==> config.mk <==
export PLATFORM = sky130hd
export DESIGN_NAME = mem_port_arbiter
export DESIGN_NICKNAME = d
export VERILOG_FILES = /design/src/rtl/mem_port_arbiter.sv
export SDC_FILE = /design/constraint.sdc
export NUM_CORES = 1
export LEC_CHECK = 0
export BUFFER_PORTS_ARGS = -buffer_cell sky130_fd_sc_hd__buf_2
export CAP_MARGIN = 20
export CORE_MARGIN = 2
export CORE_UTILIZATION = 49
export DETAILED_ROUTE_END_ITERATION = 10
export GPL_TIMING_DRIVEN = 0
export MAX_ROUTING_LAYER = met4
export PLACE_DENSITY_LB_ADDON = 0.15
export SYNTH_ARGS = -nofsm -noshare
export SYNTH_HDL_FRONTEND = slang
export SYNTH_SLANG_ARGS = --single-unit
==> constraint.sdc <==
create_clock -name clk -period 10.8 [get_ports clk]
set_input_delay 2.16 -clock clk [delete_from_list [all_inputs] [get_ports clk]]
set_output_delay 2.16 -clock clk [all_outputs]
set_load 0.01 [all_outputs]
==> src/rtl/mem_port_arbiter.sv <==
// Arbitrates one shared memory port between the fetch stage and the MEM stage.
// Data requests win over fetches. A BUSY state that waits too long for m_ready ends in a sticky error state.
module mem_port_arbiter #(
    parameter int TIMEOUT = 255
) (
    input  logic        clk,
    input  logic        rst,
    input  logic        if_req,
    input  logic [31:0] if_addr,
    output logic [31:0] if_rdata,
    output logic        if_valid,
    input  logic        d_read,
    input  logic        d_write,
    input  logic [31:0] d_addr,
    input  logic [31:0] d_wdata,
    output logic [31:0] d_rdata,
    output logic        d_done,
    output logic        m_req,
    output logic        m_we,
    output logic [31:0] m_addr,
    output logic [31:0] m_wdata,
    input  logic [31:0] m_rdata,
    input  logic        m_ready,
    output logic        stall_if,
    output logic        stall_mem,
    output logic        bus_err
);

    typedef enum logic [1:0] {
        IDLE  = 2'd0,
        DBUSY = 2'd1,
        IBUSY = 2'd2,
        ERR   = 2'd3
    } state_t;

    localparam logic [15:0] TIMEOUT_CNT = 16'(TIMEOUT);

    state_t      state_q, state_d;
    logic [15:0] cnt_q, cnt_d;
    logic        m_req_q, m_req_d;
    logic        m_we_q, m_we_d;
    logic [31:0] m_addr_q, m_addr_d;
    logic [31:0] m_wdata_q, m_wdata_d;
    logic [31:0] if_rdata_q, if_rdata_d;
    logic        if_valid_q, if_valid_d;
    logic [31:0] d_rdata_q, d_rdata_d;
    logic        d_done_q, d_done_d;
    logic        bus_err_q, bus_err_d;

    logic        d_req;
    logic        f_req;
    logic        timeout_hit;

    // A request is masked during its own done cycle, so a held request is not re-issued.
    assign d_req       = (d_read | d_write) & ~d_done_q;
    assign f_req       = if_req & ~if_valid_q;
    assign timeout_hit = ((cnt_q + 16'd1) == TIMEOUT_CNT);

    always_comb begin
        state_d    = state_q;
        cnt_d      = cnt_q;
        m_req_d    = m_req_q;
        m_we_d     = m_we_q;
        m_addr_d   = m_addr_q;
        m_wdata_d  = m_wdata_q;
        if_rdata_d = if_rdata_q;
        if_valid_d = 1'b0;
        d_rdata_d  = d_rdata_q;
        d_done_d   = 1'b0;
        bus_err_d  = bus_err_q;

        unique case (state_q)
            IDLE: begin
                if (d_req) begin
                    state_d   = DBUSY;
                    cnt_d     = 16'd0;
                    m_req_d   = 1'b1;
                    m_we_d    = d_write;
                    m_addr_d  = d_addr;
                    m_wdata_d = d_wdata;
                end else if (f_req) begin
                    state_d  = IBUSY;
                    cnt_d    = 16'd0;
                    m_req_d  = 1'b1;
                    m_we_d   = 1'b0;
                    m_addr_d = if_addr;
                end
            end

            DBUSY, IBUSY: begin
                if (m_ready) begin
                    state_d = IDLE;
                    m_req_d = 1'b0;
                    m_we_d  = 1'b0;
                    if (state_q == DBUSY) begin
                        d_done_d = 1'b1;
                        if (!m_we_q) begin
                            d_rdata_d = m_rdata;
                        end
                    end else begin
                        if_valid_d = 1'b1;
                        if_rdata_d = m_rdata;
                    end
                end else if (timeout_hit) begin
                    state_d   = ERR;
                    cnt_d     = cnt_q + 16'd1;
                    m_req_d   = 1'b0;
                    m_we_d    = 1'b0;
                    bus_err_d = 1'b1;
                end else begin
                    cnt_d = cnt_q + 16'd1;
                end
            end

            ERR: begin
                m_req_d   = 1'b0;
                m_we_d    = 1'b0;
                bus_err_d = 1'b1;
            end

            default: begin
                state_d = IDLE;
            end
        endcase
    end

    always_ff @(posedge clk or posedge rst) begin
        if (rst) begin
            state_q    <= IDLE;
            cnt_q      <= 16'd0;
            m_req_q    <= 1'b0;
            m_we_q     <= 1'b0;
            m_addr_q   <= 32'd0;
            m_wdata_q  <= 32'd0;
            if_rdata_q <= 32'd0;
            if_valid_q <= 1'b0;
            d_rdata_q  <= 32'd0;
            d_done_q   <= 1'b0;
            bus_err_q  <= 1'b0;
        end else begin
            state_q    <= state_d;
            cnt_q      <= cnt_d;
            m_req_q    <= m_req_d;
            m_we_q     <= m_we_d;
            m_addr_q   <= m_addr_d;
            m_wdata_q  <= m_wdata_d;
            if_rdata_q <= if_rdata_d;
            if_valid_q <= if_valid_d;
            d_rdata_q  <= d_rdata_d;
            d_done_q   <= d_done_d;
            bus_err_q  <= bus_err_d;
        end
    end

    // Stalls are combinational so the pipeline can hold in the same cycle it asks for memory.
    always_comb begin
        stall_mem = (d_read | d_write) & ~d_done_q;
        stall_if  = (if_req & ~if_valid_q) | stall_mem;
        if (state_q == ERR) begin
            stall_mem = 1'b1;
            stall_if  = 1'b1;
        end
    end

    assign m_req    = m_req_q;
    assign m_we     = m_we_q;
    assign m_addr   = m_addr_q;
    assign m_wdata  = m_wdata_q;
    assign if_rdata = if_rdata_q;
    assign if_valid = if_valid_q;
    assign d_rdata  = d_rdata_q;
    assign d_done   = d_done_q;
    assign bus_err  = bus_err_q;

endmodule

==> impl_metrics.py <==
metrics = {
    "yosys": {
        "synth_top_area_share": 0.586,
        "synth.avg_cell_area_um2": 11.3,
        "synth_cell_type_count": 43,
        "synth_warnings": 0,
        "syn_nets": 712,
        "syn_area_um2": 6440,
        "synthTopCellsByArea": "dfrtp_1 (59%), mux2_2 (11%), nand2_1 (8.3%)",
        "synth-seq-area-share": 0.586,
        "synth_top_area_cell": "dfrtp_1",
        "synth-seq-cells": 151,
        "synth_cells": 571,
    },
    "critical_path": {
        "worst-path-stages": 6,
        "critPathBufInv": 4,
        "worstPathRequired_ns": 8.64,
        "slowest_delay_ns": 0.55,
        "r2r_cells": 8,
        "cp-end-kind": "output port",
        "crit_chain": "buf_2 -> o21bai_1 -> clkbuf_1 -> buf_1 -> nand2b_1 -> buf_2",
        "r2r-start": "cnt_q[0]$_DFFE_PP0P_",
        "cpMostUsedCell": "buf_2",
        "crit_path_start": "d_write",
        "r2r-end": "m_we$_DFFE_PP0P_",
        "r2r_setup_slack_ns": 8.06,
        "crit_arrival_ns": 3.65,
        "critPathKind": "in -> out",
        "worstSetupStartpointType": "input port",
        "cp_top_family": "buffers and inverters",
        "crit_slowest_cell": "buf_1",
        "crit_fanout": 10,
        "crit_end": "stall_mem",
    },
    "finish": {
        "final_common_cell": "buf_2",
        "fin_nets": 1000,
        "multi_input_area_um2": 2530,
        "nFillCells": 1037,
        "layout_common_cells": "buf_2 (270), dfrtp_1 (151), nand2_1 (143)",
        "diodes": 0,
        "drive_gt1_frac": 0.429,
        "regArea_um2": 3780,
        "syn_to_final_growth_pct": 33.8,
        "fin_cells": 1044,
    },
    "sta": {
        "worst-slew-pin-transition_ns": 0.851,
        "period_share": 0.538,
        "fin_worst_skew_ns": 0.00765,
        "finalMaxSlewViolations": 0,
        "grt_setup_unrepaired": "no",
        "setup_violations": 0,
        "setup_slack_ns": 4.99,
        "relSlewSlack": 0.430,
        "final_hold_viol_count": 0,
        "final.setup.tns_ns": 0,
        "hold_ws_ns": 0.462,
        "period_needed_ns": 5.81,
        "max_freq_ghz": 0.172,
    },
    "grt": {
        "grt_pass1_vias": 5424,
        "grt_usage": 0.244,
        "grt_pass1_wl_um": 26300,
        "grt_max_degree": 93,
        "antenna_found_initial": 0,
        "grt.overflow.total": 0,
    },
    "floorplan": {
        "start_util": 0.507,
        "die_h_um": 119,
        "fp.dieW_um": 119,
        "fp-row-count": 41,
        "core_area_um2": 12700,
        "die-area_um2": 14100,
        "io_pins": 269,
    },
    "route": {
        "dr.pass1.iters": 4,
        "vias": 5299,
        "route.detailed.drc": 0,
        "vias_per_cell": 5.08,
        "routedWlPerCell_um": 15.4,
        "wirelength_um": 16100,
        "dr.first_iter.drc_count": 350,
        "ant_nets": 0,
    },
    "cts": {
        "tritoncts": "built",
        "clk_latency_ns": 0.42,
        "cts_resized": 0,
        "htreeDepth": 4,
        "clk_pin_slew_ns": 0.06,
        "cts_hold_buf": 0,
        "cts.sinks": 151,
        "clockBufferDepth": 2,
        "numCtsBuffers": 17,
        "cts.root.buffer_cell": "clkbuf_16",
        "postCtsSetupBuffers": 0,
    },
    "min_path": {
        "hp-class": "reg -> reg",
    },
    "run": {
        "cap_violations": 0,
    },
    "power_and_ir_drop": {
        "peakVddDrop_mv": 0.171,
        "p_total_mw": 2.56,
        "leakagePower_nw": 4.42,
        "powerDensity_nw_per_um2": 297,
    },
    "place": {
        "pre_cts_slack_ns": 4.98,
        "dpl.hpwl_um": 12100,
        "numPortBuffers": 268,
        "place_congestion": 0.859,
        "numPlacedInstances": 1012,
    },
    "outcome": {
        "status": "complete, no violations",
    },
}
worst min path at each step:
stage                                         from                       end  cells past startpoint
final                          bus_err$_DFFE_PP0P_       bus_err$_DFFE_PP0P_                      1
after global placement    if_rdata[21]$_DFFE_PP0P_  if_rdata[21]$_DFFE_PP0P_                      2
after floorplan               cnt_q[6]$_DFFE_PP0P_      cnt_q[6]$_DFFE_PP0P_                      1
after CTS                      bus_err$_DFFE_PP0P_       bus_err$_DFFE_PP0P_                      1
after detailed placement       bus_err$_DFFE_PP0P_       bus_err$_DFFE_PP0P_                      1
after global routing           bus_err$_DFFE_PP0P_       bus_err$_DFFE_PP0P_                      1
synthesized netlist by cell type, drive strengths merged:
library cell,count
o41ai,1
mux2i,33
inv,7
nand3,11
and3,4
a211o,1
a21boi,1
nor3b,3
a311oi,1
or2,2
nor2,10
mux2,66
ha,7
nor3,3
o311a,1
a21bo,1
a22o,1
nand2,143
nand2b,5
o21a,1
dfrtp,151
nand3b,2
clkbuf,16
a21oi,6
or4,1
o31ai,6
a31oi,3
nor4,3
xnor2,3
o21bai,1
buf,12
o221ai,1
and2,5
and3b,1
nand4,3
o21ai,55
kinds of logic after synthesis:
family	after synthesis	synth area share
fa+ha+maj	7	0.0136
compound gates	80	0.0707
mux	99	0.168
simple gates	196	0.137
buf+inv	35	0.0208
xor+xnor	3	0.00408
flops	151	0.586
per-layer routing:
| metal | global-route usage | vias to the layer above | share of wire |
|---|---|---|---|
| li1 | - | 2530 | - |
| met1 | 0.281 | 2535 | 0.40 |
| met2 | 0.399 | 193 | 0.50 |
| met3 | 0.0700 | 41 | 0.061 |
| met4 | 0.106 | 0 | 0.032 |
| met5 | - | - | 0 |
report_power, final:
part | internal [mW] | switching, mW | leakage (nW)
logic | 0.443 | 0.578 | 2.28
registers | 0.825 | 0.131 | 1.86
clock network | 0.364 | 0.217 | 0.288
metrics by stage:
stage | instance area [um2] | util
after detailed placement | 8030 | 0.631
after global routing | 8620 | 0.678
after floorplan | 6440 | -
after global placement | 8000 | 0.629
final | 8620 | 0.678
after CTS | 8620 | 0.678
sequential cells by signal, indices dropped and copies added (netlist names), 2 cells and up:
name and flops:
cnt_q 16, state_q 2, m_addr 32, d_rdata 32
if_rdata 32, m_wdata 32
layout make-up:
class | count | area share
clock buffers | 25 | 0.0575
plain buffers | 28 | 0.0125
clock inverters | 7 | 0.0106
inverters | 7 | 0.00363
flip-flops and latches | 151 | 0.438
multi-input cells | 385 | 0.294
repair buffers | 269 | 0.159
well taps | 172 | 0.0250
Power figures use the tool's default switching activity.
